File: config.mk
export PLATFORM = sky130hd
export DESIGN_NAME = pipeline_stall_sequencer_flat
export DESIGN_NICKNAME = d
export VERILOG_FILES = /design/src/rtl/pipeline_stall_sequencer_if.sv /design/src/rtl/pipeline_stall_sequencer.sv /design/src/flat_wrapper.sv
export SDC_FILE = /design/constraint.sdc
export NUM_CORES = 1
export LEC_CHECK = 0
export ABC_CLOCK_PERIOD_IN_PS = 5400
export CAP_MARGIN = 20
export CORE_MARGIN = 1.5
export CORE_UTILIZATION = 40
export CTS_CLUSTER_SIZE = 24
export DETAILED_ROUTE_END_ITERATION = 12
export GPL_TIMING_DRIVEN = 0
export PLACE_DENSITY = 0.72
export SLEW_MARGIN = 25
export SYNTH_ARGS = -nofsm -noshare
export SYNTH_HDL_FRONTEND = slang
export SYNTH_SLANG_ARGS = --single-unit
File: constraint.sdc
create_clock -name clk -period 5.4 [get_ports clk]
set_clock_uncertainty 0.15 [all_clocks]
set_input_delay 0.54 -clock clk [delete_from_list [all_inputs] [get_ports clk]]
set_output_delay 0.54 -clock clk [all_outputs]
set_load 0.01 [all_outputs]
File: src/rtl/pipeline_stall_sequencer_if.sv
// Hazard and memory-status signals from the pipeline, and the stage enables,
// bubbles, flushes and status returned by the stall sequencer.
interface pipeline_stall_sequencer_if #(
    parameter int CNT_WIDTH = 16
);
    logic                 ID_EX_MemRead;
    logic [4:0]           ID_EX_RegRt;
    logic [4:0]           IF_ID_RegRs;
    logic [4:0]           IF_ID_RegRt;
    logic                 EX_MEM_branch;
    logic                 EX_MEM_jump;
    logic                 EX_MEM_ALU_Zero;
    logic                 EX_MEM_MemRead;
    logic                 EX_MEM_MemWrite;
    logic                 dmem_ready;

    logic                 PCWrite;
    logic                 IF_ID_Write;
    logic                 ID_EX_Write;
    logic                 EX_MEM_Write;
    logic                 Mux_Select_Stall;
    logic                 IF_Flush;
    logic                 ID_Flush;
    logic                 EX_Flush;
    logic                 MEM_WB_Bubble;
    logic                 dmem_req;
    logic                 mem_timeout;
    logic [CNT_WIDTH-1:0] stall_count;

    modport master (
        output ID_EX_MemRead, ID_EX_RegRt, IF_ID_RegRs, IF_ID_RegRt,
               EX_MEM_branch, EX_MEM_jump, EX_MEM_ALU_Zero,
               EX_MEM_MemRead, EX_MEM_MemWrite, dmem_ready,
        input  PCWrite, IF_ID_Write, ID_EX_Write, EX_MEM_Write,
               Mux_Select_Stall, IF_Flush, ID_Flush, EX_Flush,
               MEM_WB_Bubble, dmem_req, mem_timeout, stall_count
    );

    modport slave (
        input  ID_EX_MemRead, ID_EX_RegRt, IF_ID_RegRs, IF_ID_RegRt,
               EX_MEM_branch, EX_MEM_jump, EX_MEM_ALU_Zero,
               EX_MEM_MemRead, EX_MEM_MemWrite, dmem_ready,
        output PCWrite, IF_ID_Write, ID_EX_Write, EX_MEM_Write,
               Mux_Select_Stall, IF_Flush, ID_Flush, EX_Flush,
               MEM_WB_Bubble, dmem_req, mem_timeout, stall_count
    );
endinterface

File: src/rtl/pipeline_stall_sequencer.sv
// Prioritised stall/flush sequencer for the 5-stage pipeline: memory waits,
// branch/jump redirects and load-use interlock, with timeout and stall counter.
//
// state    | meaning
// RUN      | no outstanding memory wait
// MEM_WAIT | data memory access stalled, counting wait cycles
// MEM_ERR  | memory never responded; pipeline frozen until reset
module pipeline_stall_sequencer #(
    parameter int TIMEOUT_CYCLES = 16,
    parameter int CNT_WIDTH      = 16
) (
    input logic                       clk,
    input logic                       rst,
    pipeline_stall_sequencer_if.slave bus
);
    localparam int WW = $clog2(TIMEOUT_CYCLES + 1);
    localparam logic [WW-1:0] LAST_WAIT = WW'(TIMEOUT_CYCLES - 1);

    typedef enum logic [1:0] {
        RUN      = 2'd0,
        MEM_WAIT = 2'd1,
        MEM_ERR  = 2'd2
    } state_t;

    state_t               state;
    state_t               state_nxt;
    logic [WW-1:0]        wait_cnt;
    logic [WW-1:0]        wait_nxt;
    logic [CNT_WIDTH-1:0] stall_cnt;

    logic mem_op;
    logic mem_stall;
    logic redirect;
    logic load_use;
    logic stall_inc;

    assign mem_op    = bus.EX_MEM_MemRead | bus.EX_MEM_MemWrite;
    assign mem_stall = mem_op & ~bus.dmem_ready & (state != MEM_ERR);
    assign redirect  = (bus.EX_MEM_branch & bus.EX_MEM_ALU_Zero) | bus.EX_MEM_jump;
    assign load_use  = bus.ID_EX_MemRead & (bus.ID_EX_RegRt != 5'd0) &
                       ((bus.ID_EX_RegRt == bus.IF_ID_RegRs) |
                        (bus.ID_EX_RegRt == bus.IF_ID_RegRt));

    // Only memory stalls and load-use interlocks count; redirects are not stalls.
    assign stall_inc = ~rst & (state != MEM_ERR) & (mem_stall | (~redirect & load_use));

    always_ff @(posedge clk or posedge rst) begin
        if (rst) begin
            state    <= RUN;
            wait_cnt <= '0;
        end else begin
            state    <= state_nxt;
            wait_cnt <= wait_nxt;
        end
    end

    always_comb begin
        state_nxt = state;
        wait_nxt  = wait_cnt;
        case (state)
            RUN: begin
                if (mem_stall) begin
                    if (TIMEOUT_CYCLES <= 1) begin
                        state_nxt = MEM_ERR;
                    end else begin
                        state_nxt = MEM_WAIT;
                        wait_nxt  = WW'(1);
                    end
                end
            end
            MEM_WAIT: begin
                // Completion takes precedence over a timeout in the same cycle.
                if (!mem_stall) begin
                    state_nxt = RUN;
                    wait_nxt  = '0;
                end else if (wait_cnt == LAST_WAIT) begin
                    state_nxt = MEM_ERR;
                end else begin
                    wait_nxt = wait_cnt + WW'(1);
                end
            end
            MEM_ERR: begin
                state_nxt = MEM_ERR;
            end
            default: begin
                state_nxt = RUN;
                wait_nxt  = '0;
            end
        endcase
    end

    always_comb begin
        bus.PCWrite          = 1'b0;
        bus.IF_ID_Write      = 1'b0;
        bus.ID_EX_Write      = 1'b0;
        bus.EX_MEM_Write     = 1'b0;
        bus.Mux_Select_Stall = 1'b0;
        bus.IF_Flush         = 1'b0;
        bus.ID_Flush         = 1'b0;
        bus.EX_Flush         = 1'b0;
        bus.MEM_WB_Bubble    = 1'b0;
        bus.dmem_req         = 1'b0;
        bus.mem_timeout      = 1'b0;
        if (rst) begin
            bus.PCWrite = 1'b0;
        end else if (state == MEM_ERR) begin
            bus.MEM_WB_Bubble = 1'b1;
            bus.mem_timeout   = 1'b1;
        end else begin
            bus.dmem_req = mem_op;
            if (mem_stall) begin
                bus.MEM_WB_Bubble = 1'b1;
            end else if (redirect) begin
                bus.PCWrite      = 1'b1;
                bus.IF_ID_Write  = 1'b1;
                bus.ID_EX_Write  = 1'b1;
                bus.EX_MEM_Write = 1'b1;
                bus.IF_Flush     = 1'b1;
                bus.ID_Flush     = 1'b1;
                bus.EX_Flush     = 1'b1;
            end else if (load_use) begin
                bus.Mux_Select_Stall = 1'b1;
                bus.ID_EX_Write      = 1'b1;
                bus.EX_MEM_Write     = 1'b1;
            end else begin
                bus.PCWrite      = 1'b1;
                bus.IF_ID_Write  = 1'b1;
                bus.ID_EX_Write  = 1'b1;
                bus.EX_MEM_Write = 1'b1;
            end
        end
    end

    always_ff @(posedge clk or posedge rst) begin
        if (rst) begin
            stall_cnt <= '0;
        end else if (stall_inc && (stall_cnt != {CNT_WIDTH{1'b1}})) begin
            stall_cnt <= stall_cnt + CNT_WIDTH'(1);
        end
    end

    assign bus.stall_count = stall_cnt;
endmodule

File: src/flat_wrapper.sv
// flat-port wrapper written by rule: the top's interface ports become plain ports
module pipeline_stall_sequencer_flat 
#(
    parameter int TIMEOUT_CYCLES = 16,
    parameter int CNT_WIDTH      = 16
)
  (clk, rst, bus_ID_EX_MemRead, bus_ID_EX_RegRt, bus_IF_ID_RegRs, bus_IF_ID_RegRt, bus_EX_MEM_branch, bus_EX_MEM_jump, bus_EX_MEM_ALU_Zero, bus_EX_MEM_MemRead, bus_EX_MEM_MemWrite, bus_dmem_ready, bus_PCWrite, bus_IF_ID_Write, bus_ID_EX_Write, bus_EX_MEM_Write, bus_Mux_Select_Stall, bus_IF_Flush, bus_ID_Flush, bus_EX_Flush, bus_MEM_WB_Bubble, bus_dmem_req, bus_mem_timeout, bus_stall_count);
  pipeline_stall_sequencer_if #(.CNT_WIDTH(CNT_WIDTH)) bus_i ();
  input logic clk;
  input logic rst;
  input wire logic [$bits(bus_i.ID_EX_MemRead)-1:0] bus_ID_EX_MemRead;
  input wire logic [$bits(bus_i.ID_EX_RegRt)-1:0] bus_ID_EX_RegRt;
  input wire logic [$bits(bus_i.IF_ID_RegRs)-1:0] bus_IF_ID_RegRs;
  input wire logic [$bits(bus_i.IF_ID_RegRt)-1:0] bus_IF_ID_RegRt;
  input wire logic [$bits(bus_i.EX_MEM_branch)-1:0] bus_EX_MEM_branch;
  input wire logic [$bits(bus_i.EX_MEM_jump)-1:0] bus_EX_MEM_jump;
  input wire logic [$bits(bus_i.EX_MEM_ALU_Zero)-1:0] bus_EX_MEM_ALU_Zero;
  input wire logic [$bits(bus_i.EX_MEM_MemRead)-1:0] bus_EX_MEM_MemRead;
  input wire logic [$bits(bus_i.EX_MEM_MemWrite)-1:0] bus_EX_MEM_MemWrite;
  input wire logic [$bits(bus_i.dmem_ready)-1:0] bus_dmem_ready;
  output wire logic [$bits(bus_i.PCWrite)-1:0] bus_PCWrite;
  output wire logic [$bits(bus_i.IF_ID_Write)-1:0] bus_IF_ID_Write;
  output wire logic [$bits(bus_i.ID_EX_Write)-1:0] bus_ID_EX_Write;
  output wire logic [$bits(bus_i.EX_MEM_Write)-1:0] bus_EX_MEM_Write;
  output wire logic [$bits(bus_i.Mux_Select_Stall)-1:0] bus_Mux_Select_Stall;
  output wire logic [$bits(bus_i.IF_Flush)-1:0] bus_IF_Flush;
  output wire logic [$bits(bus_i.ID_Flush)-1:0] bus_ID_Flush;
  output wire logic [$bits(bus_i.EX_Flush)-1:0] bus_EX_Flush;
  output wire logic [$bits(bus_i.MEM_WB_Bubble)-1:0] bus_MEM_WB_Bubble;
  output wire logic [$bits(bus_i.dmem_req)-1:0] bus_dmem_req;
  output wire logic [$bits(bus_i.mem_timeout)-1:0] bus_mem_timeout;
  output wire logic [$bits(bus_i.stall_count)-1:0] bus_stall_count;
  assign bus_i.ID_EX_MemRead = bus_ID_EX_MemRead;
  assign bus_i.ID_EX_RegRt = bus_ID_EX_RegRt;
  assign bus_i.IF_ID_RegRs = bus_IF_ID_RegRs;
  assign bus_i.IF_ID_RegRt = bus_IF_ID_RegRt;
  assign bus_i.EX_MEM_branch = bus_EX_MEM_branch;
  assign bus_i.EX_MEM_jump = bus_EX_MEM_jump;
  assign bus_i.EX_MEM_ALU_Zero = bus_EX_MEM_ALU_Zero;
  assign bus_i.EX_MEM_MemRead = bus_EX_MEM_MemRead;
  assign bus_i.EX_MEM_MemWrite = bus_EX_MEM_MemWrite;
  assign bus_i.dmem_ready = bus_dmem_ready;
  assign bus_PCWrite = bus_i.PCWrite;
  assign bus_IF_ID_Write = bus_i.IF_ID_Write;
  assign bus_ID_EX_Write = bus_i.ID_EX_Write;
  assign bus_EX_MEM_Write = bus_i.EX_MEM_Write;
  assign bus_Mux_Select_Stall = bus_i.Mux_Select_Stall;
  assign bus_IF_Flush = bus_i.IF_Flush;
  assign bus_ID_Flush = bus_i.ID_Flush;
  assign bus_EX_Flush = bus_i.EX_Flush;
  assign bus_MEM_WB_Bubble = bus_i.MEM_WB_Bubble;
  assign bus_dmem_req = bus_i.dmem_req;
  assign bus_mem_timeout = bus_i.mem_timeout;
  assign bus_stall_count = bus_i.stall_count;
  pipeline_stall_sequencer #(.TIMEOUT_CYCLES(TIMEOUT_CYCLES), .CNT_WIDTH(CNT_WIDTH)) u_core (.clk(clk), .rst(rst), .bus(bus_i));
endmodule
==> run metrics <==
status complete, no violations; Initial Util 42.9%; adder-cell share of the synthesized area 2.80%; placeable core area 3130 sq um; Root Buffer clkbuf_4; CP Data Required Time 4.71 ns; Crit path max-delay family buffers and inverters; Initial DRC Count 20; relative slew slack 41.9%; Register Area 576 sq um; DR vias/cell 5.18; initial antenna violation count 0; xor and xnor area share after synthesis 16.3%; CP max stage delay 0.65 ns; worst slack, placed 1.71 ns; post-CTS sizing 0; CTS clk-pin slew, worst paths 0.12 ns; Post-Synthesis Cell Area 1340 sq um; IO buf count 50; Synth Register Bits 23; switching share of total power 30.0%; CTS Buf Count 3; TNS Setup 0 ns; mux share of post-synthesis cell area 1.86%; Peak supply drop 0.208 mV; Slew @ Worst Pin 0.871 ns; Syn Inst Count 140; Psw 0.000126 W; Post-Route WL 3130 microns; DIE HEIGHT 60.9 microns; Tightest Hold Check Type reg -> reg; most frequent cells in the layout 50 x clkdlybuf4s50_1, 23 x dfrtp_1, 15 x nor2_1, 14 x xnor2_1, 11 x xor2_1; Synth warnings 0; final period utilization 66.7%; Std-Cell Rows 20; CTS tree yes; die area 3710 sq um; Antenna Cells 0; first-pass GRT wire length 5070 microns; Comb pwr share 30.5%; kind of critical path in -> out; slowest CP cell inv_1; combinational family with the most area after synthesis simple AND/OR/NAND/NOR gates; vias in the first global route 1230; H-tree Lvls 1; sequential-to-total area share from yosys stat 42.9%; crit path DAT 2.91 ns; RSZ-0062 raised after global routing false; grt total ovfl 0; synth-to-layout area growth 43.6%; GPL Wtd Cong 0.787; Fill cells 283; WHS 0.347 ns; Cells after DPL 234; CTS max path bufs 2; post-DP HPWL 2520 microns; proportion of layout cells with a drive suffix above 1 6.70%; Setup crit end kind output port; hold-fix buffers at CTS 0; max-slew violation count 0; All-Layer GR Usage 18.1%; Period minus WS final 3.60 ns; placed cell area 1900 sq um; Setup violations, final 0; final cell count without fillers 238; Hold Vio Cnt, Final 0; Setup crit start kind primary input; simple-gate share of the synthesized area 20.2%; CP max FO 25; final antenna-violating net count 0; post-synthesis cell type count 31; vias 1232; Die X 60.9 microns; Flop pwr share 50.8%; CP dominant cell by count clkdlybuf4s50_1; Syn Nets 167; most common cell after layout, fill and taps aside clkdlybuf4s50_1; Fmax 278 MHz; largest net degree at the start of global routing 26; setup ws final 1.80 ns; largest area contributor in the netlist dfrtp_1; Final Net Count 222; max-capacitance violation count 0; crit path buf inv count 4; Compound-Gate Fraction of Synth Area 11.7%; multi-input logic area 711 sq um; leakage 0.816 nW; top-area cell type share of the netlist area 42.9%; Ports 51; Pint 0.000294 W; crit path cell chain clkdlybuf4s50_1 -> inv_1 -> and2_1 -> nand2_1 -> nor2_1 -> buf_4 -> clkdlybuf4s50_1; WL per Instance 13.1 microns; PD cells 218 nW/um^2; worst skew pair latency 0.31 ns; Setup Buffers After CTS 0; clock network power share 18.7%; CTS sink cnt 23; synth top area cells dfrtp_1 43%, xnor2_1 9.1%, xor2_1 7.2%; Avg Inst Size Synth 9.59 sq um; drt first pass iters 4; DRC 0; Finished Cell Area 1930 sq um
[final timing paths]
path                                       startpoint                         end  slack [ns]  cells after the start
setup reg to reg            u_core.bus.stall_count[0]   u_core.bus.stall_count[1]        3.23                      6
max in group asynchronous                         rst   u_core.bus.stall_count[9]        3.94                      2
setup / recovery                                  rst                bus_ID_Flush        1.80                      7
hold / removal             u_core.bus.stall_count[15]  u_core.bus.stall_count[15]        0.35                      1
hold reg to reg            u_core.bus.stall_count[15]  u_core.bus.stall_count[15]        0.35                      1
min in group asynchronous                         rst          u_core.wait_cnt[4]        0.61                      2
[metal layers]
metal / up-vias / track usage, % / part of all wire (%)
li1: 596 / - / -
met1: 585 / 20.5 / 43
met2: 51 / 33.9 / 47
met3: 0 / 4.90 / 10
met4: 0 / 3.73 / 0
met5: - / 0 / 0
[cell usage after synthesis, drive strengths merged]
| library cell | instances |
|---|---|
| xor2 | 11 |
| dfrtp | 23 |
| o21bai | 1 |
| mux2 | 1 |
| a22oi | 1 |
| nand2 | 6 |
| o2111ai | 1 |
| and2 | 2 |
| nand3 | 9 |
| inv | 7 |
| and3 | 6 |
| nor2 | 15 |
| or4 | 1 |
| mux2i | 1 |
| o41ai | 1 |
| nor3 | 3 |
| or2 | 1 |
| o31ai | 2 |
| nand4 | 9 |
| a211oi | 1 |
| o21ai | 7 |
| o211ai | 1 |
| ha | 3 |
| nand2b | 1 |
| xnor2 | 14 |
| buf | 4 |
| o21a | 1 |
| nor2b | 1 |
| a221o | 1 |
| a21oi | 5 |
[flip-flops by register name, indices dropped and copies added (netlist names)]
signal                  count
u_core.state                2
u_core.wait_cnt             5
u_core.bus.stall_count     16
[through the flow]
step                      power [W]  utilization (%)
after floorplan            0.000272                -
after global placement     0.000338             60.7
after detailed placement   0.000345             60.7
after CTS                  0.000426             61.6
after global routing       0.000450             61.6
final                      0.000420             61.6
[kinds of logic (layout without fill, tap and decap cells)]
logic type / after synthesis / count (layout)
flops: 23 / 23
buf+inv: 11 / 65
xor+xnor: 25 / 25
mux: 2 / 2
compound gates: 22 / 22
fa+ha+maj: 3 / 3
simple gates: 54 / 54
[layout make-up]
class | count | area share (%)
clock buffer | 3 | 1.17
multi-input combinational | 106 | 36.9
timing repair buffer | 50 | 26.0
inverter | 7 | 1.36
tap | 44 | 2.86
clock inverter | 1 | 0.389
buffer | 4 | 1.56
sequential | 23 | 29.9
[power by group through the flow]
| stage | clock [W] | sequential (W) | combinational, W |
|---|---|---|---|
| finish | 0.0000788 | 0.000213 | 0.000128 |
| detailed placement | 0 | 0.000216 | 0.000129 |
| global route | 0.0000928 | 0.000218 | 0.000139 |
| CTS | 0.0000828 | 0.000214 | 0.000130 |
| floorplan | 0 | 0.000219 | 0.0000534 |
| global placement | 0 | 0.000215 | 0.000124 |
(Power assumes the default switching activity.)
